$ cat src/rtl/fifo_sync_thresh.sv
// Single-clock FIFO with occupancy count, programmable almost-full/empty thresholds and sticky error flags.
// Latency: a write is visible one edge later; FWFT=0 presents read data one edge after the pop, FWFT=1 shows the head combinationally.
// Backpressure: writes are dropped while full and reads while empty; each dropped request sets a sticky error flag.
module fifo_sync_thresh #(
   parameter int DATA_WIDTH = 32,
   parameter int FIFO_DEPTH = 8,
   parameter int AF_LEVEL   = 6,
   parameter int AE_LEVEL   = 2,
   parameter int FWFT       = 0
) (
   input  logic                                clk,
   input  logic                                rst_n,
   input  logic                                cs,
   input  logic                                wr_en,
   input  logic                                rd_en,
   input  logic                                flush,
   input  logic                                clr_err,
   input  logic [DATA_WIDTH-1:0]               data_in,
   output logic [DATA_WIDTH-1:0]               data_out,
   output logic                                rd_valid,
   output logic                                empty,
   output logic                                full,
   output logic                                almost_empty,
   output logic                                almost_full,
   output logic [$clog2(FIFO_DEPTH+1)-1:0]     count,
   output logic                                overflow,
   output logic                                underflow
);

   localparam int AW = $clog2(FIFO_DEPTH);
   localparam int CW = $clog2(FIFO_DEPTH+1);

   logic [DATA_WIDTH-1:0] mem [FIFO_DEPTH];
   logic [AW-1:0]         wr_ptr;
   logic [AW-1:0]         rd_ptr;
   logic                  fl;
   logic                  wa;
   logic                  ra;
   logic                  ovf_set;
   logic                  udf_set;
   logic                  err_clr;

   // Flush takes priority over both requests; full/empty checks use the
   // current count, so a read cannot make room for a same-cycle write.
   assign fl      = cs & flush;
   assign wa      = cs & wr_en & ~full  & ~fl;
   assign ra      = cs & rd_en & ~empty & ~fl;
   assign ovf_set = cs & wr_en & full  & ~fl;
   assign udf_set = cs & rd_en & empty & ~fl;
   assign err_clr = cs & clr_err;

   assign empty        = (count == '0);
   assign full         = (count == CW'(FIFO_DEPTH));
   assign almost_full  = (count >= CW'(AF_LEVEL));
   assign almost_empty = (count <= CW'(AE_LEVEL));

   // Storage is left unreset so contents survive reset and flush.
   always_ff @(posedge clk) begin
      if (wa) begin
         mem[wr_ptr] <= data_in;
      end
   end

   // Pointers and occupancy; flush returns everything to the empty state.
   always_ff @(posedge clk or negedge rst_n) begin
      if (!rst_n) begin
         wr_ptr <= '0;
         rd_ptr <= '0;
         count  <= '0;
      end else if (fl) begin
         wr_ptr <= '0;
         rd_ptr <= '0;
         count  <= '0;
      end else begin
         if (wa) begin
            wr_ptr <= (wr_ptr == AW'(FIFO_DEPTH-1)) ? '0 : wr_ptr + 1'b1;
         end
         if (ra) begin
            rd_ptr <= (rd_ptr == AW'(FIFO_DEPTH-1)) ? '0 : rd_ptr + 1'b1;
         end
         case ({wa, ra})
            2'b10:   count <= count + 1'b1;
            2'b01:   count <= count - 1'b1;
            default: count <= count;
         endcase
      end
   end

   // Sticky error flags; a new error in the clearing cycle keeps the flag set.
   always_ff @(posedge clk or negedge rst_n) begin
      if (!rst_n) begin
         overflow  <= 1'b0;
         underflow <= 1'b0;
      end else begin
         if (ovf_set) begin
            overflow <= 1'b1;
         end else if (err_clr) begin
            overflow <= 1'b0;
         end
         if (udf_set) begin
            underflow <= 1'b1;
         end else if (err_clr) begin
            underflow <= 1'b0;
         end
      end
   end

   generate
      if (FWFT != 0) begin : g_fwft
         assign data_out = empty ? '0 : mem[rd_ptr];
         assign rd_valid = ~empty;
      end else begin : g_reg
         logic [DATA_WIDTH-1:0] data_q;
         logic                  valid_q;

         // Registered read port: capture the popped word, pulse valid for one cycle.
         always_ff @(posedge clk or negedge rst_n) begin
            if (!rst_n) begin
               data_q  <= '0;
               valid_q <= 1'b0;
            end else begin
               if (ra) begin
                  data_q <= mem[rd_ptr];
               end
               valid_q <= ra;
            end
         end

         assign data_out = data_q;
         assign rd_valid = valid_q;
      end
   endgenerate

endmodule

$ cat config.mk
export PLATFORM = sky130hd
export DESIGN_NAME = fifo_sync_thresh
export DESIGN_NICKNAME = d
export VERILOG_FILES = /design/src/rtl/fifo_sync_thresh.sv
export SDC_FILE = /design/constraint.sdc
export NUM_CORES = 1
export LEC_CHECK = 0
export ABC_AREA = 1
export ABC_CLOCK_PERIOD_IN_PS = 6730
export CAP_MARGIN = 10
export CORE_MARGIN = 5
export CORE_UTILIZATION = 50
export CTS_CLUSTER_DIAMETER = 80
export DETAILED_ROUTE_END_ITERATION = 8
export GPL_TIMING_DRIVEN = 0
export PLACE_DENSITY_LB_ADDON = 0.3
export SYNTH_ARGS = -nofsm -noshare
export SYNTH_HDL_FRONTEND = slang
export SYNTH_SLANG_ARGS = --single-unit
export TNS_END_PERCENT = 1
$ cat constraint.sdc
create_clock -name clk -period 6.73 [get_ports clk]
set_input_delay 0.673 -clock clk [delete_from_list [all_inputs] [get_ports clk]]
set_output_delay 0.673 -clock clk [all_outputs]
set_load 0.02 [all_outputs]
Yosys cells after proc, flatten, opt, wreduce, memory -nomap -nowiden

Memory sizes are Yosys's and may differ from the RTL's. A register that Yosys moved wholly into a read port is not among the register bits.
Index checks and enable logic that the tools add are counted.

Flip-flop bits (word level): 13
Memory bits (writable): 256
Input port bits: 39
Output and inout bits: 43
Logic and storage cells: 53
Memories kept: 1

Memory list:

| memory | depth | width | rd ports | clocked after memory_dff | wr ports | line | source |
|---|---|---|---|---|---|---|---|
| mem    | 8     | 32    | 1        | 1                        | 1        | 33   | `logic [DATA_WIDTH-1:0] mem [FIFO_DEPTH];` |

Add/sub/neg operators: 4
Order comparisons: 2
Equality and inequality tests: 5
Mux-type cells: 13
Bitwise operators: 15
Reductions and logical operators: 7

Operators with widths:

| cell                  | count |
|---|---|
| $mux W3               | 6 |
| $and A1 B1 Y1         | 12 |
| $pmux W4 S2           | 1 |
| $reduce_bool A2 Y1    | 4 |
| $add A3 B1 Y3 const B | 2 |
| $eq A3 B3 Y1 const B  | 2 |
| $mux W1               | 5 |
| $add A4 B1 Y4 const B | 1 |
| $eq A4 B4 Y1 const B  | 1 |
| $ge A4 B3 Y1 const B  | 1 |
| $le A4 B2 Y1 const B  | 1 |
| $logic_not A4 Y1      | 1 |
| $mux W4               | 1 |
| $sub A4 B1 Y4 const B | 1 |
| $not A1 Y1            | 3 |
| $reduce_bool A3 Y1    | 1 |
| $eq A2 B1 Y1 const B  | 1 |
| $eq A2 B2 Y1 const B  | 1 |
| $logic_not A1 Y1      | 1 |

Logic depth before layout (Yosys ltp)

Depth in word-level cells: 7
Depth in mapped cells: 14

Least setup slack after synthesis

OpenSTA, ideal clock, no wires.

Kind: input -> register
Start: input port wr_en
End: memory mem[0][0] (enable)
Library setup time: 0.421 ns
Arrival time: 2.535 ns
Required time: 6.309 ns
Path slack: 3.774 ns
Cell stages on the path: 6
Buffers on the path: 0
Cells stage by stage: nand2_1 nor2_2 nand2_2 inv_1 nand2_1 nor2_1

Word-level cells in the longest chain between the ends: 5

Ends and longest elaborated chain:

| what                          | line | source |
|---|---|---|
| start, declared               | 14   | `input logic wr_en,` |
| $and A1 B1 Y1 (3 in a row)    | 46   | `assign wa = cs & wr_en & ~full & ~fl;` |
| $mux W1                       | 59   | `if (wa) begin` |
| $mux W1 (not written as such) | 60   | `mem[wr_ptr] <= data_in;` |
| end, declared                 | 33   |  |

No other way between the ends.

Worst setup path in the final report

Start: register count[3]
End: output port empty

Word-level cells in the longest chain between the ends: 1

Ends and longest elaborated chain:

| what                   | line | source |
|---|---|---|
| start, declared        | 25   | `output logic [$clog2(FIFO_DEPTH+1)-1:0] count,` |
| start signal, assigned | 82   | `2'b10: count <= count + 1'b1;` |
| start signal, assigned | 83   | `2'b01: count <= count - 1'b1;` |
| start signal, assigned | 84   | `default: count <= count;` |
| $logic_not A4 Y1       | 52   | `assign empty = (count == '0);` |
| end, declared          | 21   | `output logic empty,` |

No other way between the ends.

==> impl_results.md <==
* Crit path kind: reg -> out
* Remaining global-route overflow at 0
* Final instance area at between 10000 and 15000 sq um
* Final Net Count at around 1000
* Mapped Nets at roughly 900
* Initial antenna violation count at 0
* Vias per inst at 5.72
* Worst R2R Setup Slack at roughly 4400 ps
* Tcrit/Tclk final at approximately two fifths
* Distinct cells, synth at 27
* CP Data Arrival Time at 1990 ps
* DRC viols at 0
* Boundary pin count at about 80
* Fmax achieved at 376 MHz
* Worst IR Drop VDD at ~0.00022 V
* Die area at approximately 27000 sq um
* Wirelength, routed at between 20000 and 30000 um
* Yosys reg bits at about 300
* Pin count of the biggest net entering global routing at 34
* Initial core utilization at a little over 50%
* CP endpoint kind: output pin
* Buffers on Ports at slightly above 80
* Clock latency on the worst-skew pair at 550 ps
* Gr usage total at a little over a fifth
* Vias in the first global route at roughly 8000
* Maximum capacitance violations at 0
* H-tree level count at 1
* Initial DRC Count at 759
* Layout area overhead at 21.3%
* Max-slew violations at 0
* RSZ-0062 raised after global routing: false
* Final Util at 61.2%
* Standard-cell rows at 56
* Horiz. Die Dim at ~160 um
* Pwr/cell area at roughly 360 nW/um^2
* Antenna-violating nets left at 0
* DR WL/cell at between 20 and 25 um
* Number of diodes at 0
* Worst-margin pin slew at just over 700 ps
* Hold Crit Class: in -> async
* Final hold vios at 0
* Area leader, netlist: edfxtp_1
* Yosys top cell area share at 65.6%
* Cell Area, Placed at around 13000 sq um
* Crit-path max FO at 5
* Setup TNS at 0 ps
* Total number of vias at just under 8000
* Sinks on Clock Net at 301
* Cells after Synth at about 900
* DRT Pass-1 Iters at 5
* Worst Skew at slightly below 7 ps
* Clk buf depth at 3
* Layout cells sized above 1 at a little over a tenth
* Syn Area/Cell at 13.3 sq um
* Top cells by area, synth: edfxtp_1 (66%), dfrtp_1 (9.6%), o21ai_0 (5.7%), nor2_1 (4.6%), o221ai_1 (3.9%)
* CTS buffer count at 30
* Worst Setup Start Kind: flip-flop
* CTS tree: yes
* HPWL after DPL at approximately 18000 um
* CORE AREA at 23300 sq um
* Resized Gates After CTS at 0
* Sequential fraction of the synthesis area at 75.2%
* Minimum clock period at ~2700 ps
* Netlist Area Pre-Place at approximately 12000 sq um
* Reg clk slew, reported paths at 60 ps
* Final GP Congestion at ~0.83
* Endpoints failing setup at 0
* Number of post-CTS setup repair buffers at 0
* Max_slew headroom at approximately 52%
* CP required at just over 6000 ps
* Cts hold-fix bufs at 0
* Outcome: completed
* Root Buffer: clkbuf_16
* Synth Warn # at 0
* Die height at 163 um
* Pleak at 4.99 nW
* First-pass GRT wire length at around 43000 um
* Reg2reg path depth at 8
[report_power, final]
group	switching [mW]	internal, mW	leakage, nW	total [mW]
Clock	0.665	1.03	0.506	1.69
Sequential	0.0820	2.16	2.88	2.25
Combinational	0.765	0.483	1.61	1.25
Total	1.51	3.67	4.99	5.18
[layout make-up]
class                      count  area (sq um)
sequential                   301          8810
fill                        1835          9030
clock buffer                  48           940
clock inverter                 7          87.6
tap                          319           399
multi-input combinational    500          2580
timing repair buffer          90          1020
inverter                      23          88.8
buffer                        55           305
[flip-flops by register name, indices dropped and copies added (netlist names)]
register,cells
count,4
wr_ptr,3
overflow,1
mem,256
data_out,32
rd_ptr,3
underflow,1
rd_valid,1
[cells in the mapped netlist]
library cell,count
edfxtp_1,256
nor2_1,144
o21ai_0,133
nand2_1,87
o221ai_1,52
dfrtp_1,45
nand3_1,31
clkbuf_1,30
inv_1,17
o21ai_1,16
o22ai_1,14
buf_2,10
buf_6,8
buf_4,7
ha_1,6
nand2_2,6
inv_2,5
a22o_1,2
nor2_2,2
inv_4,1
nand2_4,1
nand3_2,1
nand3b_1,1
nand4_1,1
nor2_4,1
o21ai_2,1
xnor2_1,1
[cells in the final DEF, fill, tap and decap left out, drive strengths merged]
| master | instances |
|---|---|
| xnor2 | 1 |
| dfrtp | 45 |
| inv | 23 |
| nand4 | 1 |
| ha | 6 |
| a22o | 2 |
| o21ai | 150 |
| edfxtp | 256 |
| clkbuf | 78 |
| nand2 | 94 |
| nor2 | 147 |
| nand3b | 1 |
| nand3 | 32 |
| clkinv | 4 |
| clkdlybuf4s50 | 80 |
| buf | 35 |
| bufinv | 2 |
| o221ai | 52 |
| o22ai | 14 |
| clkinvlp | 1 |
[critical path, stage by stage (launching register included)]
cell and delay [ps]:
dfrtp_1 440, nor2_1 190, nand2_2 100, inv_1 100
clkdlybuf4s50_1 610
[cell families (layout without fill, tap and decap cells)]
logic type | Yosys count | count (layout) | share of synthesized area (%)
and+or+nand+nor | 275 | 275 | 9.54
DFF | 301 | 301 | 75.2
xor gates and xnor gates | 1 | 1 | 0.0747
buffers and inverters | 78 | 223 | 3.36
adders and majority gates | 6 | 6 | 0.640
AOI/OAI and AO/OA | 218 | 218 | 11.2
[path summary, 6_finish.rpt]
kind                                                from                       end
worst max-delay path                count[3]$_DFFE_PN0P_                     empty
min in group clk                data_out[24]$_DFFE_PN0P_  data_out[24]$_DFFE_PN0P_
max in group asynchronous                          rst_n   data_out[1]$_DFFE_PN0P_
worst max register to register      count[3]$_DFFE_PN0P_      mem[0][18]$_DFFE_PP_
worst min-delay path                               rst_n  data_out[23]$_DFFE_PN0P_
worst min register to register  data_out[24]$_DFFE_PN0P_  data_out[24]$_DFFE_PN0P_
[through the flow]
stage	hold slack [ps]	worst slack, ps	power [mW]	std cells
3_3_place_gp	464	1950	3.49	1279
3_5_place_dp	467	3610	3.53	1288
6_report	30.7	4070	5.18	1343
2_1_floorplan	377	3770	2.98	879
5_1_grt	43.8	3960	5.42	1343
4_1_cts	27.8	4040	5.21	1343
[per-layer routing]
metal  track usage [%]  up-vias  wire length, um
met5                 0        -                0
met4              6.37        0              672
met3              3.63       49             2270
met2              34.9      349            13600
met1              29.2     3796            11500
li1                  -     3489                -
No activity file was read; power rests on OpenSTA's default activity.
